==> config.mk <==
export PLATFORM = sky130hd
export DESIGN_NAME = freq_bcd_conv
export DESIGN_NICKNAME = d
export VERILOG_FILES = /design/src/rtl/freq_bcd_conv.sv
export SDC_FILE = /design/constraint.sdc
export NUM_CORES = 1
export LEC_CHECK = 0
export ABC_AREA = 1
export CELL_PAD_IN_SITES_DETAIL_PLACEMENT = 1
export CELL_PAD_IN_SITES_GLOBAL_PLACEMENT = 1
export CORE_MARGIN = 1.5
export CORE_UTILIZATION = 25
export CTS_CLUSTER_DIAMETER = 200
export DETAILED_ROUTE_END_ITERATION = 8
export PLACE_DENSITY_LB_ADDON = 0.1
export SLEW_MARGIN = 20
export SYNTH_ARGS = -nofsm -noshare
export SYNTH_HDL_FRONTEND = slang
export SYNTH_SLANG_ARGS = --single-unit
==> constraint.sdc <==
create_clock -name sys_clk -period 3.7 [get_ports sys_clk]
set_input_delay 0.74 -clock sys_clk [delete_from_list [all_inputs] [get_ports sys_clk]]
set_output_delay 0.74 -clock sys_clk [all_outputs]
set_load 0.1 [all_outputs]
==> src/rtl/freq_bcd_conv.sv <==
// Binary-to-BCD converter for the frequency display path: serial shift-add-3, one bit per cycle.
// Optional LEADING_ZERO_BLANK_EN replaces leading zero digits with 4'hF (LCD blank code).
module freq_bcd_conv #(
  parameter int DATA_W = 30,
  parameter int DIGITS = 9
) (
  input  logic                  sys_clk,
  input  logic                  sys_rst_n,
  input  logic [DATA_W-1:0]     data_fx,
  input  logic                  data_valid,
  output logic [4*DIGITS-1:0]   bcd_out,
  output logic                  bcd_valid,
  output logic                  ovf,
  output logic                  busy,
  output logic [1:0]            state_dbg
);

  localparam int BCD_W = 4 * DIGITS;
  localparam int CNT_W = $clog2(DATA_W + 1);

  typedef enum logic [1:0] {
    IDLE  = 2'd0,
    SHIFT = 2'd1,
    DONE  = 2'd2
  } state_t;

  function automatic logic [63:0] max_dec();
    logic [63:0] m;
    m = 64'd1;
    for (int i = 0; i < DIGITS; i++) m = m * 64'd10;
    return m - 64'd1;
  endfunction

  localparam logic [63:0] MAX_VAL = max_dec();
  localparam logic [CNT_W-1:0] CNT_LAST = CNT_W'(DATA_W - 1);

  // Handshake: data_fx is taken on any edge where data_valid=1 while idle;
  // bcd_valid is a one-cycle strobe, there is no backpressure.
  state_t              state_q, state_d;
  logic [DATA_W-1:0]   shreg_q;
  logic [BCD_W-1:0]    scratch_q;
  logic [BCD_W-1:0]    scratch_adj;
  logic [CNT_W-1:0]    cnt_q;
  logic                ovf_pend_q;
  logic [BCD_W-1:0]    result;
  logic [BCD_W-1:0]    result_fmt;

`ifdef LEADING_ZERO_BLANK_EN
  function automatic logic [BCD_W-1:0] blank_lz(input logic [BCD_W-1:0] v);
    logic lead;
    blank_lz = v;
    lead = 1'b1;
    for (int d = DIGITS - 1; d >= 1; d--) begin
      if (lead && (v[4*d +: 4] == 4'd0)) blank_lz[4*d +: 4] = 4'hF;
      else lead = 1'b0;
    end
  endfunction
`endif

  always_ff @(posedge sys_clk or negedge sys_rst_n) begin
    if (!sys_rst_n) state_q <= IDLE;
    else            state_q <= state_d;
  end

  always_comb begin
    state_d = state_q;
    unique case (state_q)
      IDLE:    if (data_valid) state_d = SHIFT;
      SHIFT:   if (cnt_q == CNT_LAST) state_d = DONE;
      DONE:    state_d = IDLE;
      default: state_d = IDLE;
    endcase
  end

  // Nibbles >= 5 are corrected before the shift so they carry correctly into the next digit.
  always_comb begin
    scratch_adj = scratch_q;
    for (int d = 0; d < DIGITS; d++) begin
      if (scratch_q[4*d +: 4] >= 4'd5) scratch_adj[4*d +: 4] = scratch_q[4*d +: 4] + 4'd3;
    end
  end

  always_comb begin
    result = ovf_pend_q ? {DIGITS{4'h9}} : scratch_q;
`ifdef LEADING_ZERO_BLANK_EN
    result_fmt = blank_lz(result);
`else
    result_fmt = result;
`endif
  end

  always_ff @(posedge sys_clk or negedge sys_rst_n) begin
    if (!sys_rst_n) begin
      shreg_q    <= '0;
      scratch_q  <= '0;
      cnt_q      <= '0;
      ovf_pend_q <= 1'b0;
      bcd_out    <= '0;
      ovf        <= 1'b0;
      bcd_valid  <= 1'b0;
    end else begin
      bcd_valid <= 1'b0;
      unique case (state_q)
        IDLE: begin
          if (data_valid) begin
            shreg_q    <= data_fx;
            scratch_q  <= '0;
            cnt_q      <= '0;
            ovf_pend_q <= (64'(data_fx) > MAX_VAL);
          end
        end
        SHIFT: begin
          scratch_q <= {scratch_adj[BCD_W-2:0], shreg_q[DATA_W-1]};
          shreg_q   <= {shreg_q[DATA_W-2:0], 1'b0};
          cnt_q     <= cnt_q + 1'b1;
        end
        DONE: begin
          bcd_out   <= result_fmt;
          ovf       <= ovf_pend_q;
          bcd_valid <= 1'b1;
        end
        default: ;
      endcase
    end
  end

  assign busy      = (state_q != IDLE);
  assign state_dbg = state_q;

endmodule

==> results of run 1 <==
sequential cells by signal, indices dropped and copies added, names as in the netlist:
name        cells
cnt_q           5
ovf             1
bcd_valid       1
state_dbg       2
bcd_out        36
shreg_q        30
scratch_q      36
ovf_pend_q      1
final timing paths:
kind	to	slack (ns)	depth (start not counted)
setup / recovery	state_dbg[0]	0.91	1
hold / removal	bcd_out[26]$_DFFE_PN0P_	0.45	1
setup reg to reg	bcd_out[2]$_DFFE_PN0P_	1.58	8
hold reg to reg	bcd_out[13]$_DFFE_PN0P_	0.49	2
max in group asynchronous	shreg_q[8]$_DFFE_PN0P_	2.36	2
min in group sys_clk	bcd_out[13]$_DFFE_PN0P_	0.49	2
metrics by stage:
stage               instance area (sq um)  total power [mW]  hold WS [ns]
floorplan                            5310              3.64         0.444
global placement                     6300              4.16         0.466
finish                               6580              5.17         0.455
global route                         6580              5.65         0.529
detailed placement                   6300              4.25         0.477
CTS                                  6580              5.27         0.493
kinds of logic (layout without fill, tap and decap cells):
| group | after synthesis | in the layout | synth area share, % |
|---|---|---|---|
| AOI/OAI and AO/OA | 183 | 183 | 19.8 |
| xor gates and xnor gates | 10 | 10 | 1.65 |
| adders and majority gates | 20 | 20 | 4.71 |
| buffers and inverters | 97 | 169 | 8.15 |
| DFF | 112 | 112 | 52.8 |
| muxes | 1 | 1 | 0.189 |
| and+or+nand+nor | 157 | 157 | 12.7 |
synth_stat cells (all sizes together):
cell | number | area (sq um)
dfrtp | 112 | 2800
nand2 | 84 | 323
o21ai | 84 | 420
inv | 73 | 277
a21oi | 58 | 290
nor2 | 38 | 165
nand3 | 26 | 130
buf | 21 | 145
o22ai | 21 | 175
ha | 20 | 250
o221ai | 11 | 96.3
or2 | 9 | 56.3
xor2 | 9 | 78.8
o211ai | 7 | 52.6
clkbuf | 3 | 11.3
a32o | 1 | 10.0
mux2i | 1 | 10.0
o21a | 1 | 7.51
xnor2 | 1 | 8.76
report_power, final:
part	leakage [nW]	switching, mW	internal [mW]
logic	1.47	1.44	0.794
registers	1.37	0.291	1.67
clock network	0.145	0.442	0.538
total	2.98	2.18	3.00
per-layer routing:
| metal | up-vias | track usage [%] |
|---|---|---|
| met5 | - | 0 |
| met4 | 0 | 3.91 |
| met3 | 14 | 2.42 |
| met2 | 69 | 22.0 |
| met1 | 2111 | 18.7 |
| li1 | 2068 | - |
final cells by class:
type / instances / area (sq um) / area share, %
multi-input cells: 371 / 2070 / 31.5
inverters: 73 / 277 / 4.20
clock inverters: 4 / 45.0 / 0.684
flip-flops and latches: 112 / 2800 / 42.6
well taps: 275 / 344 / 5.23
clock buffers: 11 / 243 / 3.69
repair buffers: 81 / 798 / 12.1
==> out/metrics.yaml, run 1 <==
status:
  status: "complete, no violations"
floorplan:
  core_sq_um: 21000
  die_h_um: 149
  ios: 74
  rows: 53
  die_x_um: 149
  die_area_sq_um: 22100
  start_util_pct: 25.3
logic_synthesis:
  ys.warnings.count: 0
  synth-seq-cells: 112
  ys_types: 27
  syn_inst: 580
  postSynthAreaPerCell_sq_um: 9.16
  seq_area_frac_synth_pct: 52.8
  syn_nets: 633
  netlist_area_sq_um: 5310
timing:
  tns_ns: 0
  setup_viol: 0
  fin_skew_ns: 0.00694
  clock.fmax_mhz: 358
  rsz0062_at_grt: "false"
  hold_viol_final: 0
  tightest_slew_ns: 0.983
  fin_crit_sh_pct: 75.4
  final_max_slew_viol_count: 0
  fin_ws_ns: 0.910
  fin_crit_ns: 2.79
  max_slew_margin_pct: 34.3
power:
  p_leak_nw: 2.98
  p_per_area_nw_per_um2: 786
  vdd_drop_max_mv: 0.207
setup_path:
  worstPathRequired_ns: 2.96
  cpMaxStageDelayCell: "clkdlybuf4s50_1"
  cp-start-kind: "flop"
  r2r-start: "state_dbg[1]$_DFFE_PN0P_"
  crit_path_start: "state_dbg[0]$_DFFE_PN0P_"
  cp_num_buf_inv: 1
  arrival_ns: 2.05
  crit_type: "reg2out"
  slowest_delay_ns: 1.20
  path_max_fanout: 4
  crit_path_end_kind: "output port"
  critical_path.top_delay_family: "buffers and inverters"
  path_cells: "clkdlybuf4s50_1"
finish:
  final_cells: 927
  layout_common_cells: "dfrtp_1, nand2_1, clkdlybuf4s50_1"
  drive_gt1_share_pct: 7.82
  antennaDiodeCount: 0
  final_common_cell: "dfrtp_1"
  final_core_util_pct: 31.4
  area_growth_pct: 24.0
  fin_nets: 701
  fillers: 2455
grt:
  grt_pass1_wl_mm: 23.5
  grt_overflow_total: 0
  grt_max_degree: 61
  antenna_found_initial: 0
  grt_usage_pct: 13.6
  first_global_vias: 4517
placed_design:
  pre_cts_ws_ns: 1.13
  place_congestion: 0.766
  dp_hpwl_mm: 9.80
  portBuffers: 73
  place_inst: 912
clock_tree:
  cts_buffers: 9
  cts_tree: "done"
  hold_buffers: 0
  cts.sinks: 112
  cts_root_buf: "clkbuf_16"
  clock_path_buffers: 2
  cts.htree.levels: 3
  cts_resized: 0
  clock_latency_ns: 0.35
  post_cts_buffers: 0
  path_clk_slew_ns: 0.07
route:
  via_per_inst: 4.60
  wl_met1_mm: 7.00
  first_iter_violations: 189
  wl_per_cell_um: 15.4
  vias: 4262
  wl_mm: 14.2
  met2_length_mm: 6.56
  met3_length_um: 503
  post-route-drc-count: 0
  top_layer_used: "met4"
  first_pass_iters: 4
  antenna_left: 0
flow_run:
  maxCapViolations: 0
min_path:
  min_path_type: "in2async"
(Power assumes the default switching activity.)
==> run 2, diff against run 1 <==
- clock period: 3.7 -> 2.7 ns (I/O delays scaled with it)
==> run 2 against run 1 <==
Setup slack got worse by 0.27 ns; clock skew rose by 0.00093 ns; die area did not move; worst hold slack got worse by 0.32 ns; utilization fell by 0.26 points.
==> out/metrics.yaml, run 2 (synthesis gave the netlist of run 1 again) <==
finish:
  drive_gt1_share_pct: 14.5
  final_common_cell: "dfrtp_1"
  fin_nets: 704
  area_growth_pct: 23.0
  final_cells: 931
  layout_common_cells: "dfrtp_1, nand2_1, inv_1"
  antennaDiodeCount: 0
  largestRegisters: "bcd_out x36, scratch_q x36, shreg_q x30"
timing:
  hold_viol_final: 0
  tightest_slew_ns: 0.462
  setup_viol: 0
  fin_crit_ns: 2.06
  max_slew_margin_pct: 69.2
  tns_ns: 0
  fin_ws_ns: 0.637
  rsz0062_at_grt: "false"
  final_max_slew_viol_count: 0
  clock.fmax_mhz: 485
  fin_crit_sh_pct: 76.4
  hold-worst-slack_ns: 0.136
  fin_skew_ns: 0.00786
route:
  top_layer_used: "met4"
  wl_met1_mm: 7.00
  vias: 4326
  met3_length_um: 494
  first_pass_iters: 4
  wl_mm: 14.4
  post-route-drc-count: 0
  met2_length_mm: 6.66
  antenna_left: 0
  first_iter_violations: 176
  via_per_inst: 4.65
  wl_per_cell_um: 15.5
clock_tree:
  path_clk_slew_ns: 0.08
  cts.htree.levels: 3
  clock_latency_ns: 0.35
  cts_tree: "done"
  cts.sinks: 112
  cts_resized: 0
  cts_buffers: 9
  clock_path_buffers: 2
  post_cts_buffers: 0
  hold_buffers: 0
  cts_root_buf: "clkbuf_16"
power:
  seqPwrFrac_pct: 37.7
  p_per_area_nw_per_um2: 1090
  p_int_mw: 4.11
  p_switching_mw: 3.02
  p_clk_share_pct: 19.3
  combPwrFrac_pct: 43.1
  vdd_drop_max_mv: 0.291
  p_sw_share_pct: 42.3
  p_leak_nw: 3.05
floorplan:
  die_x_um: 149
  core_sq_um: 21000
  ios: 74
  rows: 53
  die_area_sq_um: 22100
  die_h_um: 149
  start_util_pct: 25.3
placed_design:
  place_congestion: 0.734
  portBuffers: 73
  pre_cts_ws_ns: 0.796
  dp_hpwl_mm: 10.0
  place_inst: 915
min_path:
  min_path_type: "in2async"
setup_path:
  worstPathRequired_ns: 2.16
  crit_type: "reg2out"
  crit_path_end_kind: "output port"
  arrival_ns: 1.52
  cp-start-kind: "flop"
  path_max_fanout: 15
grt:
  grt_max_degree: 56
  antenna_found_initial: 0
  grt_pass1_wl_mm: 23.7
  grt_usage_pct: 13.7
  grt_overflow_total: 0
  first_global_vias: 4546
flow_run:
  maxCapViolations: 0
status:
  status: "complete, no violations"
==> run 2: changes by cell type in the layout (fill, tap and decap cells not counted) <==
cell | previous run | this run
clkinvlp_4 | 0 | 1
clkdlybuf4s50_1 | 71 | 31
buf_4 | 9 | 51
buf_12 | 1 | 2
clkinv_4 | 0 | 1
clkinv_2 | 3 | 2
==> run 2: worst paths after layout <==
path / from / to / slack (ns) / cells after the start
min reg2reg: bcd_out[14]$_DFFE_PN0P_ / bcd_out[14]$_DFFE_PN0P_ / 0.49 / 2
max: state_dbg[0]$_DFFE_PN0P_ / busy / 0.64 / 3
min in group sys_clk: bcd_out[14]$_DFFE_PN0P_ / bcd_out[14]$_DFFE_PN0P_ / 0.49 / 2
max in group asynchronous: sys_rst_n / shreg_q[7]$_DFFE_PN0P_ / 1.83 / 2
min: sys_rst_n / bcd_out[26]$_DFFE_PN0P_ / 0.14 / 1
max reg2reg: state_dbg[0]$_DFFE_PN0P_ / shreg_q[21]$_DFFE_PN0P_ / 1.00 / 6
==> run 2: layout make-up <==
cell class / count / area, sq um
clock buffer: 11 / 243
timing repair buffer: 84 / 733
multi-input combinational: 371 / 2070
fill: 2484 / 14400
tap: 275 / 344
sequential: 112 / 2800
clock inverter: 5 / 56.3
inverter: 73 / 277
==> run 2: layer usage <==
layer  up-vias  track usage (%)
met2        67             22.0
met4         0             4.41
met3        13             2.42
met5         -                0
met1      2161             18.7
li1       2085                -
==> run 2: power groups by stage <==
stage / Clock, mW / Sequential, mW / Combinational, mW
after floorplan: 0 / 2.98 / 2.01
after global placement: 0 / 2.70 / 3.03
after detailed placement: 0 / 2.71 / 3.12
after CTS: 1.43 / 2.69 / 3.13
after global routing: 1.50 / 2.77 / 3.49
final: 1.37 / 2.69 / 3.07
==> run 2: critical path, stage by stage (launching register included) <==
cell	delay, ns
dfrtp_1	0.50
nor2_4	0.35
inv_1	0.08
buf_4	0.24
==> run 2: stage by stage <==
| step | total power [mW] | cell area, sq um | util, % |
|---|---|---|---|
| finish | 7.13 | 6530 | 31.2 |
| global route | 7.77 | 6530 | 31.2 |
| detailed placement | 5.84 | 6230 | 29.7 |
| CTS | 7.25 | 6530 | 31.2 |
| floorplan | 4.99 | 5310 | - |
| global placement | 5.73 | 6230 | 29.7 |
==> run 3, diff against run 2 <==
- clock period: 2.7 -> 1.95 ns (I/O delays scaled with it)
==> run 3 against run 2 <==
Total power grew 41%; via count shrank 0.58%; non-clock buffer count grew 7; critical path type unchanged; die area is the same; sequential power grew 39%; design area grew 2.6%; routed wire length grew 0.40%.
==> out/metrics.yaml, run 3 (synthesis gave the netlist of run 1 again) <==
setup_path:
  arrival_ns: 1.41
  path_cells: "nor2_4, clkinvlp_4, buf_12"
  cp-start-kind: "flop"
  crit_path_end_kind: "output port"
  worstPathRequired_ns: 1.56
  slowest_delay_ns: 0.49
  path_max_fanout: 6
  cpMaxStageDelayCell: "dfrtp_2"
  crit_type: "reg2out"
  ff2ff_path_depth: 7
finish:
  layout_common_cells: "dfrtp_1, nand2_1, inv_1, o21ai_0, a21oi_1"
  antennaDiodeCount: 0
  fin_nets: 711
  final_cells: 938
  fillers: 2453
  final_common_cell: "dfrtp_1"
  area_growth_pct: 26.2
  drive_gt1_share_pct: 15.7
  largestRegisters: "bcd_out x36, scratch_q x36, shreg_q x30"
route:
  first_pass_iters: 4
  first_iter_violations: 129
  wl_mm: 14.4
  vias: 4301
  wl_per_cell_um: 15.4
  antenna_left: 0
  post-route-drc-count: 0
  via_per_inst: 4.59
power:
  p_per_area_nw_per_um2: 1500
  p_leak_nw: 3.13
  vdd_drop_max_mv: 0.398
clock_tree:
  post_cts_buffers: 0
  hold_buffers: 1
  cts_root_buf: "clkbuf_16"
  cts_buffers: 9
  clock_latency_ns: 0.35
  cts.sinks: 112
  cts.htree.levels: 3
  path_clk_slew_ns: 0.08
  clock_path_buffers: 2
  cts_tree: "done"
  cts_resized: 0
floorplan:
  start_util_pct: 25.3
  die_x_um: 149
  rows: 53
  ios: 74
  die_area_sq_um: 22100
  core_sq_um: 21000
  die_h_um: 149
timing:
  fin_crit_sh_pct: 92.3
  final_max_slew_viol_count: 0
  fin_crit_ns: 1.80
  hold_viol_final: 0
  clock.fmax_mhz: 555
  setup_viol: 0
  tightest_slew_ns: 0.388
  max_slew_margin_pct: 74.1
  fin_skew_ns: 0.00724
  rsz0062_at_grt: "false"
  tns_ns: 0
min_path:
  min_path_type: "in2async"
placed_design:
  place_congestion: 0.748
  portBuffers: 73
  place_inst: 921
  dp_hpwl_mm: 10.3
grt:
  first_global_vias: 4697
  grt_usage_pct: 14.1
  grt_overflow_total: 0
  antenna_found_initial: 0
  grt_max_degree: 54
  grt_pass1_wl_mm: 24.4
flow_run:
  maxCapViolations: 0
status:
  status: "complete, no violations"
[run 3: worst max-delay path, delay by kind of cell, from the launching register on]
kind | cells | cell delay (ns)
DFF | 1 | 0.49
buffers and inverters | 2 | 0.32
and+or+nand+nor | 1 | 0.24
[run 3: layout make-up]
class | instances | area, sq um | share of cell area (%)
timing repair buffer | 91 | 876 | 13.1
sequential | 112 | 2810 | 41.9
inverter | 73 | 280 | 4.18
clock inverter | 2 | 35.0 | 0.523
multi-input combinational | 371 | 2070 | 31.0
clock buffer | 14 | 284 | 4.24
tap | 275 | 344 | 5.14
[run 3: worst paths after layout]
path	start	end	slack, ns
min in group sys_clk	bcd_out[21]$_DFFE_PN0P_	bcd_out[21]$_DFFE_PN0P_	0.49
hold / removal	sys_rst_n	ovf$_DFFE_PN0P_	0.44
max in group asynchronous	sys_rst_n	state_dbg[0]$_DFFE_PN0P_	0.93
hold reg to reg	bcd_out[21]$_DFFE_PN0P_	bcd_out[21]$_DFFE_PN0P_	0.49
setup / recovery	state_dbg[0]$_DFFE_PN0P_	busy	0.15
setup reg to reg	scratch_q[28]$_DFFE_PN0P_	scratch_q[29]$_DFFE_PN0P_	0.32
[run 3: metrics by stage]
step                hold slack, ns  utilization (%)  worst slack, ns  area [sq um]  power [mW]
finish                       0.442             32.0            0.150          6700        10.1
global route                 0.450             32.0           0.0837          6700        11.0
CTS                          0.441             32.0            0.115          6700        10.3
detailed placement           0.265             30.4            0.166          6370        8.20
global placement             0.266             30.4            0.143          6370        8.03
floorplan                   0.0944                -           0.0360          5320        6.92
[run 3: report_power, final]
group          internal, mW  total [mW]  switching, mW  leakage, nW
registers              3.16        3.73          0.568         1.37
logic                  1.59        4.36           2.76         1.60
clock network          1.14        1.99          0.853        0.159
total                  5.89        10.1           4.19         3.13
[run 3: routing by layer]
layer / routed length (um) / share of wire (%) / global-route usage, % / vias to the layer above
li1: - / - / - / 2094
met1: 6780 / 47 / 18.0 / 2121
met2: 6970 / 48 / 24.2 / 74
met3: 481 / 3.3 / 2.32 / 12
met4: 208 / 1.4 / 4.85 / 0
met5: 0 / 0 / 0 / -
